<file path="config.mk">
export PLATFORM = sky130hd
export DESIGN_NAME = mem_port_arbiter
export DESIGN_NICKNAME = d
export VERILOG_FILES = /design/src/rtl/mem_port_arbiter.sv
export SDC_FILE = /design/constraint.sdc
export NUM_CORES = 1
export LEC_CHECK = 0
export BUFFER_PORTS_ARGS = -buffer_cell sky130_fd_sc_hd__clkbuf_2
export CAP_MARGIN = 20
export CORE_ASPECT_RATIO = 1.1
export CORE_MARGIN = 2
export CORE_UTILIZATION = 48
export CTS_CLUSTER_SIZE = 16
export DETAILED_ROUTE_END_ITERATION = 10
export GPL_TIMING_DRIVEN = 0
export PLACE_DENSITY = 0.91
export SLEW_MARGIN = 20
export SYNTH_ARGS = -nofsm -noshare
export SYNTH_HDL_FRONTEND = slang
export SYNTH_SLANG_ARGS = --single-unit
</file>
<file path="constraint.sdc">
create_clock -name clk -period 6 [get_ports clk]
set_input_delay 1.2 -clock clk [delete_from_list [all_inputs] [get_ports clk]]
set_output_delay 1.2 -clock clk [all_outputs]
set_load 0.02 [all_outputs]
</file>
<file path="src/rtl/mem_port_arbiter.sv">
// Purpose : shares one single-port memory between instruction fetch (IF) and load/store (LS).
// Latency : read response at handshake+MEM_LATENCY+1, write response at handshake+2; one transaction in flight.
// Backpr. : ready only in IDLE (and only on enabled cycles); LS priority, IF starvation guard under ARB_STARVE_GUARD_EN.
module mem_port_arbiter #(
    parameter int ADDR_W       = 32,
    parameter int DATA_W       = 32,
    parameter int MEM_LATENCY  = 1,
    parameter int STARVE_LIMIT = 4
) (
    input  logic              clk,
    input  logic              rst,
    input  logic              clk_enable,
    input  logic              if_valid,
    output logic              if_ready,
    input  logic [ADDR_W-1:0] if_addr,
    output logic              if_rsp_valid,
    output logic [DATA_W-1:0] if_rdata,
    input  logic              ls_valid,
    output logic              ls_ready,
    input  logic [ADDR_W-1:0] ls_addr,
    input  logic              ls_we,
    input  logic [DATA_W-1:0] ls_wdata,
    output logic              ls_rsp_valid,
    output logic [DATA_W-1:0] ls_rdata,
    output logic [ADDR_W-1:0] mem_addr,
    output logic              mem_we,
    output logic [DATA_W-1:0] mem_wdata,
    input  logic [DATA_W-1:0] mem_rdata,
    output logic              busy
);

    // WAIT counter only needs to hold MEM_LATENCY-2
    localparam int CNT_W = (MEM_LATENCY > 2) ? $clog2(MEM_LATENCY - 1) : 1;
    localparam logic [CNT_W-1:0] CNT_LOAD = CNT_W'((MEM_LATENCY >= 2) ? (MEM_LATENCY - 2) : 0);
    localparam bit SINGLE_CYCLE = (MEM_LATENCY == 1);

    typedef enum logic [1:0] {
        S_IDLE  = 2'd0,
        S_ISSUE = 2'd1,
        S_WAIT  = 2'd2,
        S_RESP  = 2'd3
    } state_t;

    state_t            r_state;
    state_t            w_next;
    logic              r_owner_ls;
    logic              r_we;
    logic [CNT_W-1:0]  r_cnt;
    logic [ADDR_W-1:0] r_mem_addr;
    logic [DATA_W-1:0] r_mem_wdata;
    logic [DATA_W-1:0] r_if_rdata;
    logic [DATA_W-1:0] r_ls_rdata;

    logic w_starve;
    logic w_if_win;
    logic w_ls_win;
    logic w_grant_ok;
    logic w_if_hs;
    logic w_ls_hs;

`ifdef ARB_STARVE_GUARD_EN
    localparam int WCNT_W = $clog2(STARVE_LIMIT + 1);
    logic [WCNT_W-1:0] r_wcnt;

    // Count enabled cycles IF has waited without a grant, saturating at the limit
    always_ff @(posedge clk or posedge rst) begin
        if (rst) begin
            r_wcnt <= '0;
        end else if (clk_enable) begin
            if (!if_valid || w_if_hs) begin
                r_wcnt <= '0;
            end else if (r_wcnt < WCNT_W'(STARVE_LIMIT)) begin
                r_wcnt <= r_wcnt + 1'b1;
            end
        end
    end

    assign w_starve = (r_wcnt >= WCNT_W'(STARVE_LIMIT));
`else
    assign w_starve = 1'b0;
`endif

    // LS wins ties unless IF has waited long enough to be forced through
    assign w_if_win   = if_valid && (!ls_valid || w_starve);
    assign w_ls_win   = ls_valid && !w_if_win;
    // No acceptance during reset or on a stalled cycle
    assign w_grant_ok = (r_state == S_IDLE) && clk_enable && !rst;
    assign if_ready   = w_grant_ok && w_if_win;
    assign ls_ready   = w_grant_ok && w_ls_win;
    assign w_if_hs    = if_valid && if_ready;
    assign w_ls_hs    = ls_valid && ls_ready;

    // Next state and state-decoded outputs
    always_comb begin
        w_next       = r_state;
        mem_we       = 1'b0;
        if_rsp_valid = 1'b0;
        ls_rsp_valid = 1'b0;
        if_rdata     = r_if_rdata;
        ls_rdata     = r_ls_rdata;
        busy         = (r_state != S_IDLE);
        case (r_state)
            S_IDLE: begin
                if (w_if_hs || w_ls_hs) begin
                    w_next = S_ISSUE;
                end
            end
            S_ISSUE: begin
                mem_we = r_we;
                if (r_we || SINGLE_CYCLE) begin
                    w_next = S_RESP;
                end else begin
                    w_next = S_WAIT;
                end
            end
            S_WAIT: begin
                if (r_cnt == '0) begin
                    w_next = S_RESP;
                end
            end
            S_RESP: begin
                w_next = S_IDLE;
                if (r_owner_ls) begin
                    ls_rsp_valid = 1'b1;
                    ls_rdata     = r_we ? '0 : mem_rdata;
                end else begin
                    if_rsp_valid = 1'b1;
                    if_rdata     = mem_rdata;
                end
            end
            default: begin
                w_next = S_IDLE;
            end
        endcase
    end

    assign mem_addr  = r_mem_addr;
    assign mem_wdata = r_mem_wdata;

    // State register, request latch, wait counter and response data capture
    always_ff @(posedge clk or posedge rst) begin
        if (rst) begin
            r_state     <= S_IDLE;
            r_owner_ls  <= 1'b0;
            r_we        <= 1'b0;
            r_cnt       <= '0;
            r_mem_addr  <= '0;
            r_mem_wdata <= '0;
            r_if_rdata  <= '0;
            r_ls_rdata  <= '0;
        end else if (clk_enable) begin
            r_state <= w_next;
            case (r_state)
                S_IDLE: begin
                    if (w_ls_hs) begin
                        r_owner_ls  <= 1'b1;
                        r_we        <= ls_we;
                        r_mem_addr  <= ls_addr;
                        r_mem_wdata <= ls_wdata;
                    end else if (w_if_hs) begin
                        r_owner_ls <= 1'b0;
                        r_we       <= 1'b0;
                        r_mem_addr <= if_addr;
                    end
                end
                S_ISSUE: begin
                    r_cnt <= CNT_LOAD;
                end
                S_WAIT: begin
                    r_cnt <= r_cnt - 1'b1;
                end
                S_RESP: begin
                    if (r_owner_ls) begin
                        r_ls_rdata <= r_we ? '0 : mem_rdata;
                    end else begin
                        r_if_rdata <= mem_rdata;
                    end
                end
                default: begin
                end
            endcase
        end
    end

endmodule

</file>
[Word-level counts from Yosys, hierarchy flattened]
Index checks and enable logic that the tools add are counted.
Word-level totals
  output and inout port bits: 134
  bits of input ports: 134
  logic and storage cells: 53
  register bits: 133
Operators by class
  reduce and logical (&&, ||, !) cells: 20
  equality and inequality tests: 5
  add/subtract/negate cells: 1
  muxes and demuxes: 19
Operators with widths (count)
  32-bit two-way mux: 7
  3-bit AND reduction: 3
  1-bit logical AND: 8
  1-bit two-way mux: 8
  2-bit one-hot mux with 4 select lines: 1
  2-bit nonzero test: 3
  2-bit == test (second input constant): 2
  2-bit two-way mux: 2
  1-bit logical NOT: 3
  2-bit by 1-bit == test with 1-bit output (second input constant): 1
  2-bit logical NOT: 1
  2-bit by 1-bit inequality test with 1-bit output (second input constant): 1
  2-bit inequality test (second input constant): 1
  1-bit one-hot mux with 2 select lines: 1
  2-bit AND reduction: 1
  1-bit logical OR: 1
  1-bit subtractor (second input constant): 1

[Depth between registers and ports, before layout]
  word-level depth: 9
  gate-level depth with buffers: 7
  depth with buffers taken out: 6

[Worst setup path after synthesis]
No wires, ideal clock.
  kind: input to output
  start: input port rst
  end: output port if_ready
  setup slack: 2.948 ns
  path buffers: 1
  arrival: 1.852 ns
  data required time: 4.800 ns
  stages: 3
  cell sequence: nand3b_4 > clkbuf_1 > nor2_1
Between the ends
  cells in the longest elaborated chain, start to end: 3
RTL lines
  start: declaration: line 11  | input logic rst,
  1-bit logical NOT (no source line)
  1-bit logical AND: line 87  | assign w_grant_ok = (r_state == S_IDLE) && clk_enable && !rst;
  1-bit logical AND: line 88  | assign if_ready = w_grant_ok && w_if_win;
  end: declaration: line 14  | output logic if_ready,
No other way between the ends.

[Final worst setup path]
  start: register r_state[0]
  end: output port ls_rdata[16]
Between the ends
  cells in the longest elaborated chain, start to end: 2
RTL lines
  start: declaration: line 44  | state_t r_state;
  start signal: assignment: line 152  | r_state <= w_next;
  2-bit == test: line 102  | case (r_state)
  32-bit two-way mux: line 102
  end: declaration: line 24  | output logic [DATA_W-1:0] ls_rdata,
No other way between the ends.

==> flow_summary.toml <==
[layout]
layout_common_cells = "clkbuf_2 (267), dfrtp_1 (133), nand2_1 (100), mux2_2 (69), o21ai_0 (66)"
mostFrequentLayoutCell = "clkbuf_2"
layout-drive-gt1-share_pct = 51.21
fin_cells = 983
synthToLayoutAreaGrowth_pct = 35.71
num_antenna_cells = 0
nets = 951

[grt]
grt_max_degree = 87
grt_use_total_pct = 24.41
grt.overflow.total = 0
grt_pass1_vias = 5289
antenna_found_initial = 0
grt_pass1_wl_um = 25990

[cts]
clk_pin_slew_ns = 0.06
clkLatencyLatePin_ns = 0.41
cts_tree = "done"
hold_buffers = 0
cts_buffer_depth = 2
cts-root-buf = "clkbuf_16"
cts.sinks = 133
post_cts_buffers = 0
post_cts_resized = 0
numCtsBuffers = 17
htree_levels = 4

[pwr]
peakVddDrop_uv = 311.3
power.switching_uw = 1951
p_int_uw = 2808
p_leak_uw = 0.004111
clkPwrFrac_pct = 22.2
power_uw = 4759
power_density_mw_per_mm2 = 576.5
switching_share_pct = 41.00
pwr-share-comb_pct = 45.9
pwr-share-seq_pct = 31.9

[yosys]
synth_seq_cells = 133
seq_area_frac_synth_pct = 54.71
yosys_warnings = 0
syn_area_mm2 = 0.006083
synth_cell_types = 30
postSynthAreaPerCell_um2 = 11.57
syn_inst = 526
synth_fp_nets = 664

[floorplan]
die_area_mm2 = 0.01359
die_y_um = 122.1
core-area_mm2 = 0.01248
start_util_pct = 48.74
rows = 43
die_w_um = 111.3
pin_count = 268

[worst_setup_path]
critPathKind = "reg2out"
worst_path_largest_cell_delay_ns = 0.42
startpoint_type = "flip-flop"
required_ns = 4.80
slowest_stage = "clkbuf_1"
worstSetupEndpointType = "output port"
critical_path.cell_chain = "ha_1 -> nand2_1 -> clkbuf_1 -> clkbuf_1 -> nand2_1 -> o21ai_0 -> clkbuf_2"
arrival_ns = 2.41
critPathMaxFanout = 10

[timing]
maxSlewHeadroom_pct = 63.96
period_share_pct = 60.24
setup_ws_ns = 2.386
finalHoldViolations = 0
hold_ws_ns = 0.4763
fin_skew_ns = 0.01244
worst_pin_slew_ns = 0.5406
fmax_ghz = 0.2767
final-max-slew-violation-count = 0
finalSetupTns_ns = 0
rsz0062_at_grt = "false"
fin_crit_ns = 3.614
setup_viol = 0

[routing]
drc = 0
via_count = 5218
ant_nets = 0
routed_wl_um = 16460
wl_per_cell_um = 16.74
drt_pre_antenna_iters = 5
drt_iter0_drc = 362
viasPerCell = 5.308

[placed_design]
dp_cells = 951
gp_congestion = 0.8269
pre_cts_slack_ns = 2.578
dp_hpwl_um = 12310
port-buffer-count = 267

[hold_path]
hold_class = "reg2reg"

[run_status]
status = "complete, no violations"

[flow_run]
cap_violations = 0
==> worst max-delay path, delay by kind of cell (launching register included) <==
kind                       cells  cell delay (ns)
AOI/OAI and AO/OA              1             0.13
adders and majority gates      1             0.26
buffers and inverters          3             1.00
DFF                            1             0.40
and+or+nand+nor                2             0.21
==> final cells by class <==
class                   instances  area (µm²)
plain buffers                  38       186.4
clock buffers                  18       439.2
clock inverters                14       165.2
fillers                       985        4227
inverters                       8       40.04
multi-input cells             347        2536
flip-flops and latches        133        3328
well taps                     157       196.4
repair buffers                268        1364
==> Yosys cell counts, drive strengths merged <==
master	count	area share (%)
a221oi	1	0.25
and2	1	0.10
and3b	1	0.14
buf	19	1.9
clkbuf	19	1.2
dfrtp	133	55
ha	4	0.82
inv	8	0.53
mux2	97	18
mux2i	1	0.16
nand2	101	6.3
nand2b	2	0.21
nand3	1	0.082
nand3b	2	0.45
nor2	3	0.23
nor2b	1	0.10
o21ai	66	5.4
o21bai	1	0.12
o221a	32	5.9
o2bb2ai	1	0.14
or3	32	3.3
==> final timing paths <==
kind	to	depth (start not counted)	slack, ns	start
setup / recovery	ls_rdata[16]	7	2.39	r_state[0]$_DFFE_PP0P_
hold / removal	r_ls_rdata[17]$_DFFE_PP0P_	2	0.48	r_ls_rdata[17]$_DFFE_PP0P_
setup reg to reg	mem_wdata[1]$_DFFE_PP0P_	7	4.04	r_state[0]$_DFFE_PP0P_
hold reg to reg	r_ls_rdata[17]$_DFFE_PP0P_	2	0.48	r_ls_rdata[17]$_DFFE_PP0P_
max in group asynchronous	r_ls_rdata[26]$_DFFE_PP0P_	3	4.44	rst
min in group asynchronous	mem_addr[27]$_DFFE_PP0P_	2	0.83	rst
==> per-layer routing <==
| metal | GRT usage (%) | wire [µm] | vias to the layer above |
|---|---|---|---|
| met3 | 5.124 | 940 | 26 |
| met4 | 10.34 | 360 | 0 |
| met1 | 28.13 | 6322 | 2538 |
| li1 | - | - | 2450 |
| met5 | 0 | 0 | - |
| met2 | 44.32 | 8831 | 204 |
==> state kept, by name (all words and copies together), names as in the netlist <==
| signal | cells |
|---|---|
| r_owner_ls | 1 |
| r_cnt | 1 |
| r_we | 1 |
| r_if_rdata | 32 |
| mem_wdata | 32 |
| r_state | 2 |
| mem_addr | 32 |
| r_ls_rdata | 32 |
==> power by group through the flow <==
stage	Clock, µW	Combinational [µW]	Sequential, µW
finish	1060	2180	1520
global route	1120	2350	1570
CTS	1070	2210	1520
detailed placement	0	2200	1520
global placement	0	2140	1500
floorplan	0	1200	1740
==> cells by family after synthesis <==
kind of cell / count (synthesis) / synth area share (%)
simple gates: 144 / 10.88
mux: 98 / 18.12
compound gates: 101 / 11.87
fa+ha+maj: 4 / 0.8227
buf+inv: 46 / 3.600
flops: 133 / 54.71
==> stage by stage <==
step | utilization, % | area (µm²)
after global routing | 66.14 | 8255
after detailed placement | 61.30 | 7651
after global placement | 61.02 | 7616
final | 66.14 | 8255
after CTS | 66.14 | 8255
after floorplan | - | 6083
No activity file was read; power rests on OpenSTA's default activity.
